`src/rtl/tron_types_pkg.sv`:
```
// Shared types and helpers for the light-cycle arena engine.
package tron_types_pkg;

  typedef enum logic [1:0] {
    DIR_UP    = 2'd0,
    DIR_RIGHT = 2'd1,
    DIR_DOWN  = 2'd2,
    DIR_LEFT  = 2'd3
  } dir_t;

  typedef enum logic [3:0] {
    ST_BOOT,
    ST_CLEAR,
    ST_INIT,
    ST_IDLE,
    ST_WAIT,
    ST_STEP,
    ST_HEAD,
    ST_SEL,
    ST_RD,
    ST_CHK,
    ST_WR,
    ST_EVAL,
    ST_GAME_OVER
  } arena_state_t;

  localparam int CELL_EMPTY = 0;

  // Opposite directions differ only in the upper encoding bit.
  function automatic dir_t opposite(input dir_t d);
    return dir_t'({~d[1], d[0]});
  endfunction

  function automatic int start_x(input int p, input int grid_w, input int num_players);
    return (grid_w * (2 * p + 1)) / (2 * num_players);
  endfunction

endpackage

```
`src/rtl/tron_tick_gen.sv`:
```
// Movement tick divider with a sticky pending flag.
module tron_tick_gen #(
  parameter int TICK_DIV = 1500000
) (
  input  logic clock,
  input  logic reset_n,
  input  logic hold,
  input  logic clear,
  output logic pending
);
  localparam int CNT_W = (TICK_DIV > 1) ? $clog2(TICK_DIV) : 1;

  logic [CNT_W-1:0] cnt_q;
  logic             wrap;

  assign wrap = !hold && (cnt_q == CNT_W'(TICK_DIV - 1));

  // NOTE: flops use non-blocking assignments so every flop samples pre-edge values.
  always_ff @(posedge clock or negedge reset_n) begin
    if (!reset_n) begin
      cnt_q   <= '0;
      pending <= 1'b0;
    end else begin
      if (hold || wrap) cnt_q <= '0;
      else              cnt_q <= cnt_q + CNT_W'(1);
      // A wrap coinciding with the consume keeps the new tick.
      if (wrap)       pending <= 1'b1;
      else if (clear) pending <= 1'b0;
    end
  end

endmodule

```
`src/rtl/tron_arena_engine.sv`:
```
// N-player light-cycle engine: clears the frame RAM, steps cycles per tick, judges crashes.
// Define TRON_ARENA_WRAP_EN for a toroidal arena without lethal borders.
module tron_arena_engine
  import tron_types_pkg::*;
#(
  parameter int NUM_PLAYERS = 2,
  parameter int GRID_W      = 320,
  parameter int GRID_H      = 240,
  parameter int TICK_DIV    = 1500000,
  parameter int ADDR_W      = 19,
  parameter int CELL_W      = 2
) (
  input  logic                     clock,
  input  logic                     reset_n,
  input  logic                     start_i,
  input  logic [2*NUM_PLAYERS-1:0] dir_i,
  output logic [ADDR_W-1:0]        ram_addr_o,
  input  logic [CELL_W-1:0]        ram_rdata_i,
  output logic                     ram_we_o,
  output logic [CELL_W-1:0]        ram_wdata_o,
  output logic [NUM_PLAYERS-1:0]   alive_o,
  output logic                     game_over_o,
  output logic [CELL_W-1:0]        winner_o
);
  localparam int X_W   = $clog2(GRID_W);
  localparam int Y_W   = $clog2(GRID_H);
  localparam int CUR_W = $clog2(NUM_PLAYERS + 1);
  localparam int IDX_W = $clog2(NUM_PLAYERS);
  localparam int CELLS = GRID_W * GRID_H;
`ifdef TRON_ARENA_WRAP_EN
  localparam bit WRAP_EN = 1'b1;
`else
  localparam bit WRAP_EN = 1'b0;
`endif

  arena_state_t           state_q, state_d;
  logic [X_W-1:0]         head_x_q [NUM_PLAYERS];
  logic [Y_W-1:0]         head_y_q [NUM_PLAYERS];
  dir_t                   dir_q    [NUM_PLAYERS];
  logic [NUM_PLAYERS-1:0] alive_q;
  logic [CUR_W-1:0]       cursor_q;
  logic [ADDR_W-1:0]      clr_q;
  logic [CELL_W-1:0]      winner_q;

  logic                   tick_pending;
  logic [IDX_W-1:0]       cur_idx;
  logic [X_W-1:0]         cur_x;
  logic [Y_W-1:0]         cur_y;
  logic [ADDR_W-1:0]      cur_addr;
  logic                   cur_done;
  logic                   crash;
  logic [NUM_PLAYERS-1:0] head_kill;
  logic [CUR_W-1:0]       live_cnt;
  logic [CELL_W-1:0]      survivor;

  tron_tick_gen #(.TICK_DIV(TICK_DIV)) u_tick (
    .clock   (clock),
    .reset_n (reset_n),
    .hold    (state_q == ST_IDLE),
    .clear   (state_q == ST_WAIT && tick_pending),
    .pending (tick_pending)
  );

  function automatic logic [X_W-1:0] step_x(input logic [X_W-1:0] x, input dir_t d);
    step_x = x;
    if (d == DIR_RIGHT)     step_x = (WRAP_EN && x == X_W'(GRID_W - 1)) ? '0 : x + X_W'(1);
    else if (d == DIR_LEFT) step_x = (WRAP_EN && x == '0) ? X_W'(GRID_W - 1) : x - X_W'(1);
  endfunction

  function automatic logic [Y_W-1:0] step_y(input logic [Y_W-1:0] y, input dir_t d);
    step_y = y;
    if (d == DIR_DOWN)    step_y = (WRAP_EN && y == Y_W'(GRID_H - 1)) ? '0 : y + Y_W'(1);
    else if (d == DIR_UP) step_y = (WRAP_EN && y == '0) ? Y_W'(GRID_H - 1) : y - Y_W'(1);
  endfunction

  assign cur_idx  = cursor_q[IDX_W-1:0];
  assign cur_done = (cursor_q == CUR_W'(NUM_PLAYERS));
  assign cur_x    = head_x_q[cur_idx];
  assign cur_y    = head_y_q[cur_idx];
  assign cur_addr = ADDR_W'(32'(cur_y) * 32'(GRID_W) + 32'(cur_x));

  // NOTE: every comb output gets a default first so no path infers a latch.
  always_comb begin
    crash = (ram_rdata_i != CELL_W'(CELL_EMPTY));
    if (!WRAP_EN && (cur_x == '0 || cur_x == X_W'(GRID_W - 1) ||
                     cur_y == '0 || cur_y == Y_W'(GRID_H - 1)))
      crash = 1'b1;
  end

  always_comb begin
    head_kill = '0;
    for (int a = 0; a < NUM_PLAYERS; a++)
      for (int b = a + 1; b < NUM_PLAYERS; b++)
        if (alive_q[a] && alive_q[b] &&
            head_x_q[a] == head_x_q[b] && head_y_q[a] == head_y_q[b]) begin
          head_kill[a] = 1'b1;
          head_kill[b] = 1'b1;
        end
  end

  always_comb begin
    live_cnt = '0;
    survivor = '0;
    for (int p = 0; p < NUM_PLAYERS; p++)
      if (alive_q[p]) begin
        live_cnt = live_cnt + CUR_W'(1);
        survivor = CELL_W'(p + 1);
      end
  end

  always_comb begin
    state_d = state_q;
    case (state_q)
      ST_BOOT:      state_d = ST_CLEAR;
      ST_CLEAR:     if (clr_q == ADDR_W'(CELLS - 1)) state_d = ST_INIT;
      ST_INIT:      state_d = ST_IDLE;
      ST_IDLE:      if (start_i) state_d = ST_WAIT;
      ST_WAIT:      if (tick_pending) state_d = ST_STEP;
      ST_STEP:      state_d = ST_HEAD;
      ST_HEAD:      state_d = ST_SEL;
      ST_SEL:       if (cur_done) state_d = ST_EVAL;
                    else if (alive_q[cur_idx]) state_d = ST_RD;
      ST_RD:        state_d = ST_CHK;
      ST_CHK:       state_d = crash ? ST_SEL : ST_WR;
      ST_WR:        state_d = ST_SEL;
      ST_EVAL:      state_d = (live_cnt <= CUR_W'(1)) ? ST_GAME_OVER : ST_WAIT;
      ST_GAME_OVER: if (start_i) state_d = ST_CLEAR;
      default:      state_d = ST_BOOT;
    endcase
  end

  always_ff @(posedge clock or negedge reset_n) begin
    if (!reset_n) state_q <= ST_BOOT;
    else          state_q <= state_d;
  end

  // NOTE: the frame RAM itself has no reset; the CLEAR sweep empties it after every release.
  always_ff @(posedge clock or negedge reset_n) begin
    if (!reset_n) begin
      for (int p = 0; p < NUM_PLAYERS; p++) begin
        head_x_q[p] <= '0;
        head_y_q[p] <= '0;
        dir_q[p]    <= DIR_UP;
      end
      alive_q  <= '0;
      cursor_q <= '0;
      clr_q    <= '0;
      winner_q <= '0;
    end else begin
      clr_q <= (state_q == ST_CLEAR) ? clr_q + ADDR_W'(1) : '0;
      for (int p = 0; p < NUM_PLAYERS; p++) begin
        if (state_q == ST_INIT)
          dir_q[p] <= (p % 2 == 0) ? DIR_RIGHT : DIR_LEFT;
        else if (dir_t'(dir_i[2*p +: 2]) != opposite(dir_q[p]))
          dir_q[p] <= dir_t'(dir_i[2*p +: 2]);
      end
      case (state_q)
        ST_INIT: begin
          for (int p = 0; p < NUM_PLAYERS; p++) begin
            head_x_q[p] <= X_W'(start_x(p, GRID_W, NUM_PLAYERS));
            head_y_q[p] <= Y_W'(GRID_H / 2);
          end
          alive_q  <= '1;
          cursor_q <= '0;
          winner_q <= '0;
        end
        ST_STEP:
          for (int p = 0; p < NUM_PLAYERS; p++)
            if (alive_q[p]) begin
              head_x_q[p] <= step_x(head_x_q[p], dir_q[p]);
              head_y_q[p] <= step_y(head_y_q[p], dir_q[p]);
            end
        ST_HEAD: begin
          alive_q  <= alive_q & ~head_kill;
          cursor_q <= '0;
        end
        ST_SEL:  if (!cur_done && !alive_q[cur_idx]) cursor_q <= cursor_q + CUR_W'(1);
        ST_CHK:  if (crash) alive_q[cur_idx] <= 1'b0;
        ST_WR:   cursor_q <= cursor_q + CUR_W'(1);
        ST_EVAL: if (live_cnt <= CUR_W'(1)) winner_q <= survivor;
        default: ;
      endcase
    end
  end

  always_comb begin
    ram_we_o    = 1'b0;
    ram_addr_o  = '0;
    ram_wdata_o = '0;
    case (state_q)
      ST_CLEAR: begin
        ram_we_o    = 1'b1;
        ram_addr_o  = clr_q;
        ram_wdata_o = CELL_W'(CELL_EMPTY);
      end
      ST_RD: ram_addr_o = cur_addr;
      ST_WR: begin
        ram_we_o    = 1'b1;
        ram_addr_o  = cur_addr;
        ram_wdata_o = CELL_W'(cursor_q) + CELL_W'(1);
      end
      default: ;
    endcase
  end

  assign alive_o     = alive_q;
  assign game_over_o = (state_q == ST_GAME_OVER);
  assign winner_o    = winner_q;

endmodule

```
`config.mk`:
```
export PLATFORM = sky130hd
export DESIGN_NAME = tron_arena_engine
export DESIGN_NICKNAME = d
export VERILOG_FILES = /design/src/rtl/tron_types_pkg.sv /design/src/rtl/tron_tick_gen.sv /design/src/rtl/tron_arena_engine.sv
export SDC_FILE = /design/constraint.sdc
export NUM_CORES = 1
export LEC_CHECK = 0
export CAP_MARGIN = 10
export CORE_ASPECT_RATIO = 0.9
export CORE_MARGIN = 1
export CORE_UTILIZATION = 60
export CTS_BUF_LIST = sky130_fd_sc_hd__clkbuf_4 sky130_fd_sc_hd__clkbuf_8 sky130_fd_sc_hd__clkbuf_16
export DETAILED_ROUTE_END_ITERATION = 8
export MAX_ROUTING_LAYER = met4
export PLACE_DENSITY = 0.91
export SYNTH_ARGS = -nofsm -noshare
export SYNTH_HDL_FRONTEND = slang
export SYNTH_SLANG_ARGS = --single-unit
```
`constraint.sdc`:
```
create_clock -name clock -period 4.6 [get_ports clock]
set_input_delay 0.92 -clock clock [delete_from_list [all_inputs] [get_ports clock]]
set_output_delay 0.92 -clock clock [all_outputs]
set_load 0.02 [all_outputs]
```
After elaboration in Yosys (flattened, before gate mapping) --
Index checks and enable logic that the tools add are counted.
Storage, ports and cells: bits in registers 89, logic and storage cells 173
Operators by class: magnitude comparators 4, add/subtract/negate cells 13, bitwise operators 7, reductions and logical operators 39, multipliers 1, multiplexer cells 55, eq/ne operators 41
Operators with widths (count):
- 9-bit two-way mux | 9
- 8-bit two-way mux | 9
- 4-bit case mux with 12 select lines | 1
- 19-bit case mux with 2 select lines | 1
- 18-bit case mux with 2 select lines | 1
- 4-bit two-way mux | 8
- 16-bit case mux with 2 select lines | 1
- 2-bit two-way mux | 11
- 21-bit by 1-bit adder with 21-bit output, second input constant | 1
- 21-bit equality test, second input constant | 1
- 21-bit two-way mux | 1
- 4-bit equality test, second input constant | 5
- 19-bit by 1-bit adder with 19-bit output, second input constant | 1
- 19-bit by 17-bit equality test with 1-bit output, second input constant | 1
- 19-bit two-way mux | 1
- 17-bit by 9-bit adder with 18-bit output | 1
- 9-bit by 1-bit adder with 9-bit output, second input constant | 2
- 9-bit by 1-bit subtractor with 9-bit output, second input constant | 2
- 8-bit by 1-bit adder with 8-bit output, second input constant | 2
- 4-bit by 3-bit equality test with 1-bit output, second input constant | 4
- 2-bit != test, second input constant | 8
- 8-bit by 1-bit subtractor with 8-bit output, second input constant | 2
- 3-bit != test, second input constant | 5
- 2-bit case mux with 3 select lines | 2
- 36 further kinds | 80

Depth between registers and ports, before layout --
depth in word-level cells 11, mapped depth 15

By module --
A second synthesis with hierarchy kept.
Second synthesis, totals: cell total of the unflattened synthesis 768, area, all modules 6716.4 um^2
Modules (own cells, without submodules):
- tron_arena_engine | seq. area each 1676.6 um^2, cells an instance 648, instances 1, area an instance 5590.4 um^2
- tron_tick_gen | seq. area each 550.5 um^2, cells an instance 120, instances 1, area an instance 1126.1 um^2

Least setup slack after synthesis --
OpenSTA, ideal clock, no wires.
kind flip-flop to output port, from register cursor_q[0], to output port ram_addr_o[15], cell stages (with the launch flop) 13, path slack -0.075 ns, data arrival time 3.755 ns, path buffers 3, cells stage by stage dfrtp_1 buf_6 buf_2 buf_1 mux2_2 ha_1 ha_1 o21ai_0 or4b_2 o2111ai_1 nand4_1 xor2_1 o21ai_0
Between the ends: longest elaborated chain between the ends 7, elaborated cells between the ends (all ways) 10, those cells by class add/sub (1); mul (1); mux (7); bitwise (1)
Ends and longest elaborated chain:
- from (decl) | line tron_arena_engine.sv:41 | logic [CUR_W-1:0] cursor_q;
- from (signal assigned) | line tron_arena_engine.sv:177 | ST_SEL: if (!cur_done && !alive_q[cur_idx]) cursor_q <= cursor_q + CUR_W'(1);
- from (signal assigned) | line tron_arena_engine.sv:179 | ST_WR: cursor_q <= cursor_q + CUR_W'(1);
- 1-bit NOT with 2-bit output (not written as such) (*) | line tron_arena_engine.sv:78, tron_arena_engine.sv:79
- 8-bit two-way mux (not written as such) (3 in series) | line tron_arena_engine.sv:79 | assign cur_y = head_y_q[cur_idx];
- 8-bit by 3-bit multiplier with 11-bit output | line tron_arena_engine.sv:80 | assign cur_addr = ADDR_W'(32'(cur_y) * 32'(GRID_W) + 32'(cur_x));
- 17-bit by 9-bit adder with 18-bit output (*) | line tron_arena_engine.sv:80
- 19-bit case mux with 2 select lines (*) | line tron_arena_engine.sv:190 | case (state_q)
- to (decl) | line tron_arena_engine.sv:17 | output logic [ADDR_W-1:0] ram_addr_o,
Every way passes the cells marked *; elsewhere a longest branch is shown, timed or not. The select of a mux whose other input is x is not followed.

Worst setup path in the final report --
Same ends and word-level chain as after synthesis.

==> implementation parameters <==
Parameter                              Value

Outcome
  Run status    finished clean

Cells and area
  Proportion of layout cells with a drive suffix above 1    8.537%
  Layout overhead on the synthesized area    12.86%
  Nets@finish    874
  Seq. cell area    2228 sq um
  Diodes inserted    0
  Most used cells in the layout excluding fill and tap cells    dfrtp_1 (88), nand2_1 (72), nor2_1 (72), o21ai_0 (54)
  Area occupied by multi-input gates    4279 sq um
  Leading cell type in the layout, fill and taps excluded    dfrtp_1
  Filler cells    857

Critical path
  Kind of end point of the critical path    primary output
  Maximum fanout along the worst path    9
  Arrival time of data at the critical path endpoint    3.60 ns
  Kind of critical path    reg -> out
  Worst flop-to-flop path startpoint    dir_q[3]
  Crit Reg-Reg Endpoint    head_x_q[17]
  Critical Path Start Type    register
  Critical path capture point    ram_addr_o[15]
  Worst r2r path cells    8
  Worst R2R Setup Slack    1.69 ns
  Worst Setup SP    cursor_q[0]
  WP data required    3.68 ns

Die
  Vert. Die Dim    102.6 um
  Site row count    36
  Core Footprint    10,900 sq um
  Total I/O pin count    36
  Effective utilization at floorplan    61.86%
  Horizontal die dimension    113.7 um
  Die ar.    11,670 sq um

Clock network
  CTS HTree Levels    3
  Skew-Pair Late Insertion Delay    0.35 ns
  Number of buffers between clock root and the deepest sink    2
  CTS clock-pin slew for the worst setup and hold paths    0.07 ns
  Clk sink count    89
  Clock tree from TritonCTS    yes
  Library cell used as clock root buffer    clkbuf_16
  Total CTS buffers    9

Global route
  Number of global-route vias before repair    5,675
  Number of antenna violations at the first check in global routing    0
  Pin count of the biggest net entering global routing    63
  Grt total ovfl    0
  Overall routing resource usage    30.79%
  First-pass GRT wire length    27.32 mm

STA
  Setup repair after global routing missed its margin    yes
  Relative slew slack    26.34%
  Pin slew with the least headroom to its limit    1.098 ns
  Worst hold slack    0.4944 ns
  Slew Limit Fails    0
  Shortest period the worst path allows    4.522 ns
  Setup TNS    0 ns
  Highest achievable clock rate    0.2212 GHz
  Post-route clock period utilization    98.30%
  Clock skew after layout    0.008236 ns
  Hold Vio Cnt, Final    0
  Finish-stage setup viols    0

Synthesis
  Yosys Warn Count    0
  Post-synthesis adder-cell area fraction    9.946%
  Gate Count Post-Synth    783
  Synth Net Count    842
  Distinct cell type count after synthesis    72
  Commonest register cell after synthesis    dfrtp_1
  Post-synth ARST share    100.0%
  Post-synth top area cell    dfrtp_1
  Seq/Total Area, Yosys    33.03%
  Fraction of synthesized area in multiplexers    3.618%
  Largest family of logic cells by synthesized area    simple AND/OR/NAND/NOR gates
  Post-synthesis xor/xnor area fraction    10.39%
  Synthesized area per cell    8.611 sq um
  Fraction of the mapped netlist area in compound gates    16.37%
  Cell area after synthesis    6743 sq um
  Cells taking the most area after synthesis    dfrtp_1 (33%), ha_1 (8.2%), xor2_1 (5.8%)
  Area fraction of the dominant cell type after synthesis    33.03%
  Number of enable-type register cells in the synthesized netlist    0
  Simple logic cell fraction of the synthesized area    22.73%
  Flip-flop and latch count after synthesis    89

Place
  I/O Buffers    35
  RePlAce Congestion    0.9832
  Sum of net half-perimeters after detailed placement    11.69 mm

Power
  Standby leakage power    0.003272 uW
  Power Dens Cells    704.5 nW/um^2
  Worst supply voltage drop on vdd    0.0004721 V

Routing
  First drt pass iteration count    5
  Detailed Route Iter0 Violations    613
  Final wirelength    16.52 mm
  DR vias/cell    6.183
  Remaining design rule violation count    0
  Count of nets left with antenna violations after detail routing    0
  Vias    6,010
  Average wire per standard cell    16.99 um

Hold path
  Hold crit path type    reg -> reg

Flow run
  Max_cap viols    0
==> cell families after synthesis <==
logic type | Yosys count
and+or+nand+nor | 309
AOI/OAI and AO/OA | 167
DFF | 89
xor gates and xnor gates | 80
buffers and inverters | 65
adders and majority gates | 50
muxes | 23
==> worst min path at each step <==
stage | start | endpoint | slack, ns | cells after the start
2_1_floorplan | cursor_q[1] | cursor_q[1] | 0.45 | 2
3_3_place_gp | cursor_q[1] | cursor_q[1] | 0.46 | 2
3_5_place_dp | cursor_q[1] | cursor_q[1] | 0.49 | 2
4_1_cts | cursor_q[1] | cursor_q[1] | 0.50 | 2
5_1_grt | u_tick.cnt_q[0] | u_tick.cnt_q[0] | 0.53 | 1
6_report | cursor_q[1] | cursor_q[1] | 0.49 | 2
==> state kept, by name, summed over array words and instances, names as in the netlist, 2 cells and up <==
register	count
dir_q	4
alive_o	2
cursor_q	2
clr_q	19
winner_o	2
state_q	4
head_x_q	18
u_tick.cnt_q	21
head_y_q	16
==> worst max-delay path: stages (launching register included) <==
cell,delay [ns]
dfrtp_2,0.47
mux2_2,0.39
ha_1,0.29
ha_1,0.19
inv_1,0.06
fa_1,0.42
nor2b_1,0.19
o31a_1,0.22
nor4_1,0.07
a311oi_1,0.27
buf_4,0.17
xor2_1,0.13
o21ai_1,0.07
dlygate4sd2_1,0.33
==> synthesized netlist by cell type, types with 6 or more instances <==
library cell / instances
nand2_1: 72
clkbuf_1: 18
o21ai_0: 56
o41ai_1: 6
inv_1: 33
mux2_2: 11
nand2b_1: 11
xnor2_1: 35
mux2i_1: 12
nor2b_1: 11
or2_2: 7
nor3_1: 34
nor2_1: 72
nand4_1: 9
nor4_1: 7
a21o_1: 11
a21oi_1: 33
and2_1: 6
a31oi_1: 7
dfrtp_1: 89
and3_1: 14
ha_1: 44
fa_1: 6
xor2_1: 45
or3_1: 8
buf_2: 10
nand3_1: 38
==> final cells by class <==
class	count	area share, %
multi-input combinational	629	56.23
sequential	89	29.28
timing repair buffer	52	6.314
clock buffer	10	3.140
tap	152	2.499
inverter	34	1.677
clock inverter	6	0.8550
==> timing repair <==
action	in CTS	in global routing
buffers inserted	1	1
cloned	0	0
hold buffers	0	0
endpoints found under the setup margin	4	5
resized for setup	7	4
pin swaps	1	0
==> metal layers <==
| layer | vias up | GRT usage, % | part of all wire [%] |
|---|---|---|---|
| met2 | 241 | 48.45 | 47 |
| met1 | 2883 | 39.51 | 44 |
| met5 | - | - | 0 |
| li1 | 2855 | - | - |
| met4 | 0 | 12.15 | 2.1 |
| met3 | 31 | 5.996 | 6.7 |
==> stage by stage <==
step	area, sq um	setup WS (ns)	instances	power (uW)	utilization (%)
4_1_cts	7587	0.001492	971	5267	69.61
3_3_place_gp	7262	0.1803	954	4306	66.62
2_1_floorplan	6743	0.07691	783	3673	-
3_5_place_dp	7262	0.1011	954	4422	66.62
5_1_grt	7610	-0.07946	972	5764	69.81
6_report	7610	0.07819	972	5361	69.81
==> where the power goes <==
group,switching (uW),total (uW),internal (uW),leakage [uW]
Sequential,287,1250,962,0.00114
Clock,331,769,438,0.000149
Combinational,1940,3340,1410,0.00198
Note: power is estimated with default switching activity, not from simulation.
